--- src/rtl/dac_spi_multi.sv ---
// Multi-channel SPI DAC streamer: takes codes from an AXI-Stream slave and shifts them
// onto a shared sclk/mosi bus. Each channel has its own chip select; ldac_n is shared.
//
// state   | meaning
// --------+----------------------------------------------------------
// S_IDLE  | waiting for a beat; s_axis_ready follows en
// S_SETUP | cs_n[dest] low and mosi = MSB, sclk held low
// S_SHIFT | SCLK_DIV low / SCLK_DIV high per bit, MSB first
// S_HOLD  | cs_n still low after the last sclk fall
// S_GAP   | one cycle with every cs_n high
// S_LDAC  | ldac_n low for LDAC_CYC cycles
module dac_spi_multi #(
    parameter int DATA_WIDTH = 16,
    parameter int NUM_CH     = 4,
    parameter int SCLK_DIV   = 2,
    parameter int CS_SETUP   = 2,
    parameter int CS_HOLD    = 2,
    parameter int LDAC_CYC   = 2,
    parameter int LDAC_MODE  = 0,
    parameter int CH_W       = (NUM_CH > 1) ? $clog2(NUM_CH) : 1
) (
    input  logic                  mclk,
    input  logic                  rst_n,
    input  logic                  en,
    input  logic                  s_axis_valid,
    output logic                  s_axis_ready,
    input  logic [DATA_WIDTH-1:0] s_axis_data,
    input  logic [CH_W-1:0]       s_axis_dest,
    input  logic                  s_axis_last,
    output logic                  sclk,
    output logic                  mosi,
    output logic [NUM_CH-1:0]     cs_n,
    output logic                  ldac_n,
    output logic                  busy,
    output logic                  dest_err
);

    localparam int MAX_A   = (SCLK_DIV > CS_SETUP) ? SCLK_DIV : CS_SETUP;
    localparam int MAX_B   = (CS_HOLD > LDAC_CYC) ? CS_HOLD : LDAC_CYC;
    localparam int CNT_MAX = (MAX_A > MAX_B) ? MAX_A : MAX_B;
    localparam int CNT_W   = $clog2(CNT_MAX + 1);
    localparam int BIT_W   = $clog2(DATA_WIDTH);

    typedef enum logic [2:0] {
        S_IDLE,
        S_SETUP,
        S_SHIFT,
        S_HOLD,
        S_GAP,
        S_LDAC
    } state_t;

    state_t                state;
    logic [CNT_W-1:0]      cnt;
    logic [BIT_W-1:0]      bit_cnt;
    logic [DATA_WIDTH-1:0] sh;
    logic                  last_q;

    logic                  dest_ok;
    logic [CH_W-1:0]       dest_eff;
    logic [NUM_CH-1:0]     sel_mask;
    logic                  handshake;
    logic                  unused_dest;

    // With a single channel the dest field carries no information.
    assign unused_dest = ^s_axis_dest;

    always_comb begin
        dest_ok  = 1'b1;
        dest_eff = '0;
        if (NUM_CH > 1) begin
            dest_eff = s_axis_dest;
            dest_ok  = ({1'b0, s_axis_dest} < (CH_W + 1)'(NUM_CH));
        end
    end

    always_comb begin
        sel_mask = '0;
        for (int i = 0; i < NUM_CH; i++) begin
            sel_mask[i] = (dest_eff == CH_W'(i));
        end
    end

    assign handshake = s_axis_valid & s_axis_ready;

    always_ff @(posedge mclk) begin
        if (!rst_n) begin
            state        <= S_IDLE;
            cnt          <= '0;
            bit_cnt      <= '0;
            sh           <= '0;
            last_q       <= 1'b0;
            s_axis_ready <= 1'b0;
            sclk         <= 1'b0;
            mosi         <= 1'b0;
            cs_n         <= '1;
            ldac_n       <= 1'b1;
            busy         <= 1'b0;
            dest_err     <= 1'b0;
        end else begin
            dest_err <= 1'b0;
            case (state)
                S_IDLE: begin
                    sclk   <= 1'b0;
                    mosi   <= 1'b0;
                    cs_n   <= '1;
                    ldac_n <= 1'b1;
                    busy   <= 1'b0;
                    s_axis_ready <= en;
                    if (handshake) begin
                        if (dest_ok) begin
                            state        <= S_SETUP;
                            sh           <= s_axis_data;
                            last_q       <= s_axis_last;
                            cs_n         <= ~sel_mask;
                            mosi         <= s_axis_data[DATA_WIDTH-1];
                            busy         <= 1'b1;
                            s_axis_ready <= 1'b0;
                            cnt          <= CNT_W'(CS_SETUP - 1);
                        end else begin
                            // Bad address: swallow the beat, flag it, stay ready.
                            dest_err <= 1'b1;
                        end
                    end
                end
                S_SETUP: begin
                    if (cnt == '0) begin
                        state   <= S_SHIFT;
                        cnt     <= CNT_W'(SCLK_DIV - 1);
                        bit_cnt <= BIT_W'(DATA_WIDTH - 1);
                    end else begin
                        cnt <= cnt - 1'b1;
                    end
                end
                S_SHIFT: begin
                    if (cnt != '0) begin
                        cnt <= cnt - 1'b1;
                    end else if (!sclk) begin
                        sclk <= 1'b1;
                        cnt  <= CNT_W'(SCLK_DIV - 1);
                    end else begin
                        sclk <= 1'b0;
                        if (bit_cnt == '0) begin
                            state <= S_HOLD;
                            cnt   <= CNT_W'(CS_HOLD - 1);
                        end else begin
                            // Next bit goes out on the falling edge of sclk.
                            bit_cnt <= bit_cnt - 1'b1;
                            mosi    <= sh[DATA_WIDTH-2];
                            sh      <= {sh[DATA_WIDTH-2:0], 1'b0};
                            cnt     <= CNT_W'(SCLK_DIV - 1);
                        end
                    end
                end
                S_HOLD: begin
                    if (cnt == '0) begin
                        state <= S_GAP;
                        cs_n  <= '1;
                        mosi  <= 1'b0;
                    end else begin
                        cnt <= cnt - 1'b1;
                    end
                end
                S_GAP: begin
                    if ((LDAC_MODE == 0) || last_q) begin
                        state  <= S_LDAC;
                        ldac_n <= 1'b0;
                        cnt    <= CNT_W'(LDAC_CYC - 1);
                    end else begin
                        state        <= S_IDLE;
                        busy         <= 1'b0;
                        s_axis_ready <= en;
                    end
                end
                S_LDAC: begin
                    if (cnt == '0) begin
                        state        <= S_IDLE;
                        ldac_n       <= 1'b1;
                        busy         <= 1'b0;
                        s_axis_ready <= en;
                    end else begin
                        cnt <= cnt - 1'b1;
                    end
                end
                default: begin
                    state        <= S_IDLE;
                    sclk         <= 1'b0;
                    mosi         <= 1'b0;
                    cs_n         <= '1;
                    ldac_n       <= 1'b1;
                    busy         <= 1'b0;
                    s_axis_ready <= 1'b0;
                end
            endcase
        end
    end

endmodule
--- config.mk ---
export PLATFORM = sky130hd
export DESIGN_NAME = dac_spi_multi
export DESIGN_NICKNAME = d
export VERILOG_FILES = /design/src/rtl/dac_spi_multi.sv
export SDC_FILE = /design/constraint.sdc
export NUM_CORES = 1
export LEC_CHECK = 0
export ABC_AREA = 0
export CORE_MARGIN = 2
export CORE_UTILIZATION = 30
export DETAILED_ROUTE_END_ITERATION = 12
export GPL_ROUTABILITY_DRIVEN = 0
export HOLD_SLACK_MARGIN = 0.1
export PLACE_DENSITY_LB_ADDON = 0.1
export SETUP_SLACK_MARGIN = 0.05
export SLEW_MARGIN = 20
export SYNTH_ARGS = -nofsm -noshare
export SYNTH_HDL_FRONTEND = slang
export SYNTH_SLANG_ARGS = --single-unit
--- constraint.sdc ---
create_clock -name mclk -period 1.9 [get_ports mclk]
set_clock_uncertainty 0.1 [all_clocks]
set_input_delay 0.19 -clock mclk [delete_from_list [all_inputs] [get_ports mclk]]
set_output_delay 0.19 -clock mclk [all_outputs]
set_load 0.02 [all_outputs]
==> summary.md, run 1 <==
| Metric | Value |
|---|---|
| Post-Route WL | `4.181 mm` |
| Gr usage total | `0.1445` |
| Unique masters post-synth | `40` |
| Number of max-cap violations | `0` |
| Synth area leader | `dfxtp_1` |
| Vias | `about 1,500` |
| Combinational share of power | `0.200` |
| Setup bufs post-CTS | `0` |
| H-tree level count | `2` |
| Buffers on Ports | `30` |
| Initial Util | `0.3160` |
| Clk root buf | `clkbuf_8` |
| Net Sw Power | `0.0004759 W` |
| FFs w/ async S/R, synth | `0` |
| Worst setup margin | `~0.13 ns` |
| Outcome | `completed` |
| Seq pwr share | `0.437` |
| Total die area | `0.006501 mm²` |
| CTS Buffer Depth | `2` |
| Endpoint class of the critical path | `flop` |
| Hold Vio Cnt, Final | `0` |
| Crit path time final | `1.772 ns` |
| Via density | `just over 5` |
| Overflow after GRT | `0` |
| Post-synth EDFFs | `0` |
| Crit-path slowest cell | `or3b_4` |
| FF+latch count, synth | `33` |
| Worst skew pair latency | `0.29 ns` |
| Initial antenna violation count | `0` |
| Die X | `80.63 µm` |
| Switch share | `0.2681` |
| Slew Limit Fails | `0` |
| R2R setup slack | `0.13 ns` |
| Power Dens Cells | `roughly 770 mW/mm²` |
| # DRC | `0` |
| Worst hold slack | `0.3731 ns` |
| Yosys warns | `0` |
| Instance count of the mapped netlist | `200` |
| Area contributors post-synth | `dfxtp_1, o211a_1, mux2i_1` |
| Dpl hpwl | `2.909 mm` |
| I/O pins | `33` |
| Pre-CTS setup slack | `0.04724 ns` |
| DRT Pass-1 Iters | `4` |
| Final setup viols | `0` |
| Most frequent cell after synthesis | `dfxtp_1` |
| Row cnt | `27` |
| Layout area overhead | `30.82%` |
| Sequential cell area fraction in the yosys report | `0.3750` |
| Inserted Clock Buffers | `5` |
| WS Path Type | `reg -> reg` |
| Final period util | `0.9327` |
| Detailed-route wire length per cell | `13.89 µm` |
| Mapped cell area | `0.001762 mm²` |
| Ys flop type | `dfxtp_1` |
| Startpoint Class | `flop` |
| CTS tree | `built` |
| P_int | `0.001299 W` |
| Crit path max fanout | `15` |
| Synth top cells by count | `dfxtp_1, nand3_1, nand2_1` |
| Hold Crit Class | `reg -> reg` |
| Max Clk Rate | `approximately 560 MHz` |
| Hold_buf cts | `0` |
| RSZ-0062 raised after global routing | `false` |
| Total leakage power | `1.015 nW` |
| Core ar. | `between 0.005 and 0.006 mm²` |
| Post-synth top area share | `0.3750` |
| Crit path cell chain | `inv_2, ha_4, or3b_4, o2bb2ai_4, and2_4, o211a_1` |
| Global-route wire length before repair | `about 7.3 mm` |
| DRT iter0 DRCs | `70` |
| Largest net degree at the start of global routing | `37` |
| CP Data Required Time | `1.98 ns` |
| Die height | `80.63 µm` |
| Syn avg cell area | `8.808 µm²` |
| VDD IR-drop max | `0.0003898 V` |
| Clk network pwr share | `0.364` |
| Share of cells above drive strength 1 | `0.1310` |
| # fillers | `~560` |
| Post-DRT Antenna Nets | `0` |
| Clk sinks | `33` |
| Clk slew on worst S/H paths | `0.07 ns` |
| N_diodes | `0` |
| Mapped Nets | `226` |
| Crit-path max cell delay | `0.43 ns` |
| Final Net Count | `255` |
| Critical path arrival | `between 1.5 and 2 ns` |
| Vias in the first global route | `between 1,500 and 2,000` |
-- worst paths after layout --
check,startpoint,to,cells past startpoint
max,bit_cnt[0],sh[5],6
min reg2reg,busy,busy,2
max reg2reg,bit_cnt[0],sh[5],6
min,busy,busy,2
-- cell usage in the layout (no fill, tap or decap), drive strengths merged, types with 8 or more instances in the layout --
cell           count
a21oi             10
o211a             18
clkdlybuf4s50     30
nand2             20
dfxtp             33
nand3             23
o21ai              8
mux2i             16
buf               12
-- final cells by class --
class	instances	area (µm²)	share of cell area
Clock buffer	5	68.82	0.02986
Clock inverter	2	35.03	0.01520
Inverter	5	18.77	0.008143
Multi-Input combinational cell	142	1013	0.4397
Sequential cell	33	663.1	0.2877
Tap cell	72	90.09	0.03909
Timing Repair Buffer	42	415.4	0.1802
-- metrics by stage --
stage / TNS, ns / cell area [µm²] / util / power, W / std cells
after floorplan: -0.1123 / 1795 / - / 0.001026 / 200
after global placement: 0 / 2196 / 0.3939 / 0.001126 / 294
after detailed placement: 0 / 2196 / 0.3939 / 0.001138 / 294
after CTS: 0 / 2302 / 0.4130 / 0.001790 / 301
after global routing: 0 / 2305 / 0.4135 / 0.001864 / 301
final: 0 / 2305 / 0.4135 / 0.001775 / 301
-- sequential cells by signal, summed over array words and instances, names as in the netlist --
| signal | flops |
|---|---|
| bit_cnt | 4 |
| busy | 1 |
| cnt | 2 |
| cs_n | 4 |
| ldac_n | 1 |
| mosi | 1 |
| s_axis_ready | 1 |
| sclk | 1 |
| sh | 15 |
| state | 3 |
-- power by group through the flow --
| stage | sequential [W] | combinational (W) | clock (W) |
|---|---|---|---|
| floorplan | 0.000786 | 0.000240 | 0 |
| global placement | 0.000788 | 0.000338 | 0 |
| detailed placement | 0.000791 | 0.000347 | 0 |
| CTS | 0.000776 | 0.000355 | 0.000659 |
| global route | 0.000784 | 0.000392 | 0.000688 |
| finish | 0.000775 | 0.000354 | 0.000646 |
-- metal layers --
metal / vias up / part of all wire / track usage
met2: 31 / 0.50 / 0.2550
li1: 784 / - / -
met5: - / 0 / 0
met3: 4 / 0.040 / 0.03596
met4: 0 / 0.011 / 0.04576
met1: 723 / 0.45 / 0.1705
-- cells by family after synthesis --
| family | Yosys count | share of synthesized area |
|---|---|---|
| XOR/XNOR | 2 | 0.009945 |
| buffers and inverters | 25 | 0.06960 |
| other | 1 | 0.002129 |
| flip-flops | 33 | 0.3750 |
| AND/OR/NAND/NOR | 65 | 0.1861 |
| adder cells (fa/ha/maj) | 3 | 0.02131 |
| AO/OA/AOI/OAI | 55 | 0.2450 |
| multiplexers | 16 | 0.09091 |
-- what timing repair did --
item                                    4_1_cts  5_1_grt
cloned                                        0        0
gates resized for setup                       1        1
endpoints found under the setup margin       10       11
-- worst max-delay path: cells and delay by family (launching register included) --
| kind | cells | cell delay (ns) |
|---|---|---|
| buffers and inverters | 1 | 0.06 |
| AOI/OAI and AO/OA | 2 | 0.38 |
| DFF | 1 | 0.34 |
| adders and majority gates | 1 | 0.12 |
| and+or+nand+nor | 2 | 0.65 |
No activity file was read; power rests on OpenSTA's default activity.
==> run 2, diff against run 1 <==
PLACE_DENSITY_LB_ADDON = unset   (was 0.1)
clock period = 2 ns   (was 1.9 ns; I/O delays follow)
==> run 2 against run 1 <==
Compared with the run above: final cell count up 0.33%; worst setup slack improved by 0.068 ns; non-clock buffer count unchanged; count of clock-buffer cells in the layout up 2; critical endpoint is now sh[4]; die area did not move.
==> summary.md, run 2 (synthesis gave the netlist of run 1 again) <==
| Metric | Value |
|---|---|
| Clk root buf | `clkbuf_8` |
| VDD IR-drop max | `0.0003566 V` |
| Outcome | `completed` |
| Max Clk Rate | `554.2 MHz` |
| Buffers on Ports | `30` |
| Layout area overhead | `28.84%` |
| Vias in the first global route | `1,353` |
| Pwr Total | `0.001625 W` |
| Number of max-cap violations | `0` |
| DRT iter0 DRCs | `119` |
| # fillers | `604` |
| Share of cells above drive strength 1 | `0.1043` |
| Global-route wire length before repair | `6.458 mm` |
| R2R Path Start | `bit_cnt[0]` |
| Global route hottest layer | `met2` |
| Net Sw Power | `0.0004466 W` |
| Hold_buf cts | `0` |
| Worst reg-to-reg path cell count | `6` |
| Final setup viols | `0` |
| HP Start | `busy` |
| WP buf/inv | `1` |
| M1 GR Usage | `0.1700` |
| Vias | `between 1,500 and 2,000` |
| Seq pwr share | `0.452` |
| Die X | `about 81 µm` |
| Switch share | `0.2749` |
| Reg area | `660.6 µm²` |
| Commonest non-fill, non-tap cells in the layout | `dfxtp_1, clkdlybuf4s50_1, nand3_1` |
| CTS Buffer Depth | `2` |
| # DRC | `0` |
| Largest registers | `sh x15, bit_cnt x4, cs_n x4` |
| Max FFs per register | `15` |
| Total die area | `0.006501 mm²` |
| Slew Limit Fails | `0` |
| Levels on crit path | `6` |
| Gr usage total | `0.1266` |
| Met3 GRT Util | `0.03371` |
| CTS tree | `built` |
| Endpoint class of the critical path | `flop` |
| Clk slew on worst S/H paths | `0.07 ns` |
| Startpoint Class | `flop` |
| Biggest register | `sh` |
| Initial Util | `0.3160` |
| RSZ-0062 raised after global routing | `false` |
| Commonest non-fill, non-tap cell in the layout | `dfxtp_1` |
| Hold Crit Class | `reg -> reg` |
| Die height | `80.63 µm` |
| Overflow after GRT | `0` |
| Via density | `~5.1` |
| M2 GR Usage | `0.1967` |
| Crit. Startpoint | `bit_cnt[0]` |
| Setup_tns | `0 ns` |
| CP Data Required Time | `between 2 and 2.5 ns` |
| Post-CTS sizing | `0` |
| Crit path max fanout | `15` |
| Crit-path slowest cell | `or3b_1` |
| Inserted Clock Buffers | `5` |
| Final Net Count | `255` |
| Hold Path Depth | `2` |
| Crit-path max cell delay | `0.43 ns` |
| H-tree level count | `2` |
| Post-Route WL | `3.941 mm` |
| Detailed-route wire length per cell | `13.05 µm` |
| DRT Pass-1 Iters | `4` |
| Clk sinks | `33` |
| Final period util | `0.9023` |
| Crit path max-delay family | `simple AND/OR/NAND/NOR gates` |
| Core ar. | `0.005574 mm²` |
| Area of the multi-input gates | `983.4 µm²` |
| Initial antenna violation count | `0` |
| Dpl hpwl | `2.620 mm` |
| Power Dens Cells | `715.8 mW/mm²` |
| Post-DRT Antenna Nets | `0` |
| Setup bufs post-CTS | `0` |
| P_int | `between 0.001 and 0.0015 W` |
| Hold Vio Cnt, Final | `0` |
| Combinational share of power | `0.200` |
| Clk network pwr share | `0.348` |
| Crit path time final | `about 1.8 ns` |
| I/O pins | `33` |
| Crit path cell chain | `inv_1, ha_1, or3b_1, o2bb2ai_2, and2_4, o211a_1` |
| Largest net degree at the start of global routing | `37` |
| WS Path Type | `reg -> reg` |
| Worst skew pair latency | `0.28 ns` |
| N_diodes | `0` |
| Total leakage power | `1.014 nW` |
| Row cnt | `27` |
| Critical path arrival | `1.89 ns` |
## run 2: changes by cell type in the layout (fill, tap and decap cells not counted), moves of 2 or more
cell and change:
inv_1 +2, clkbuf_8 +2, ha_1 +2, inv_2 -2, dfxtp_2 -2, dfxtp_1 +2
## run 2: power groups by stage
| stage | logic, W | registers (W) | clock network, W |
|---|---|---|---|
| floorplan | 0.000209 | 0.000745 | 0 |
| global placement | 0.000324 | 0.000748 | 0 |
| detailed placement | 0.000326 | 0.000749 | 0 |
| CTS | 0.000327 | 0.000734 | 0.000586 |
| global route | 0.000357 | 0.000739 | 0.000616 |
| finish | 0.000324 | 0.000735 | 0.000566 |
## run 2: path summary, 6_finish.rpt
check	slack [ns]	to
worst max register to register	0.20	sh[4]
worst min-delay path	0.36	busy
worst min register to register	0.36	busy
worst max-delay path	0.20	sh[4]
## run 2: tightest hold or removal path, cell delays in order, from the launching register on
cell and delay, ns:
dfxtp_1 0.31, nand2_1 0.05, a21boi_0 0.06
## run 2: metrics by stage
| stage | cells | area (µm²) | setup slack (ns) | util | hold slack (ns) |
|---|---|---|---|---|---|
| floorplan | 200 | 1762 | 0.05663 | - | 0.2241 |
| global placement | 294 | 2168 | 0.2137 | 0.3890 | 0.3623 |
| detailed placement | 294 | 2168 | 0.2026 | 0.3890 | 0.3572 |
| CTS | 302 | 2270 | 0.1767 | 0.4072 | 0.3667 |
| global route | 302 | 2270 | 0.08621 | 0.4072 | 0.3981 |
| finish | 302 | 2270 | 0.1954 | 0.4072 | 0.3619 |
## run 2: layer usage
metal,up-vias,part of all wire
met5,-,0
li1,781,-
met2,26,0.46
met3,7,0.032
met4,0,0.013
met1,734,0.49
## run 2: area by class of cell
cell class | count | share of cell area
Tap cell | 72 | 0.03969
Inverter | 5 | 0.008269
Clock inverter | 1 | 0.002205
Multi-Input combinational cell | 142 | 0.4333
Timing Repair Buffer | 42 | 0.1830
Sequential cell | 33 | 0.2911
Clock buffer | 7 | 0.04245
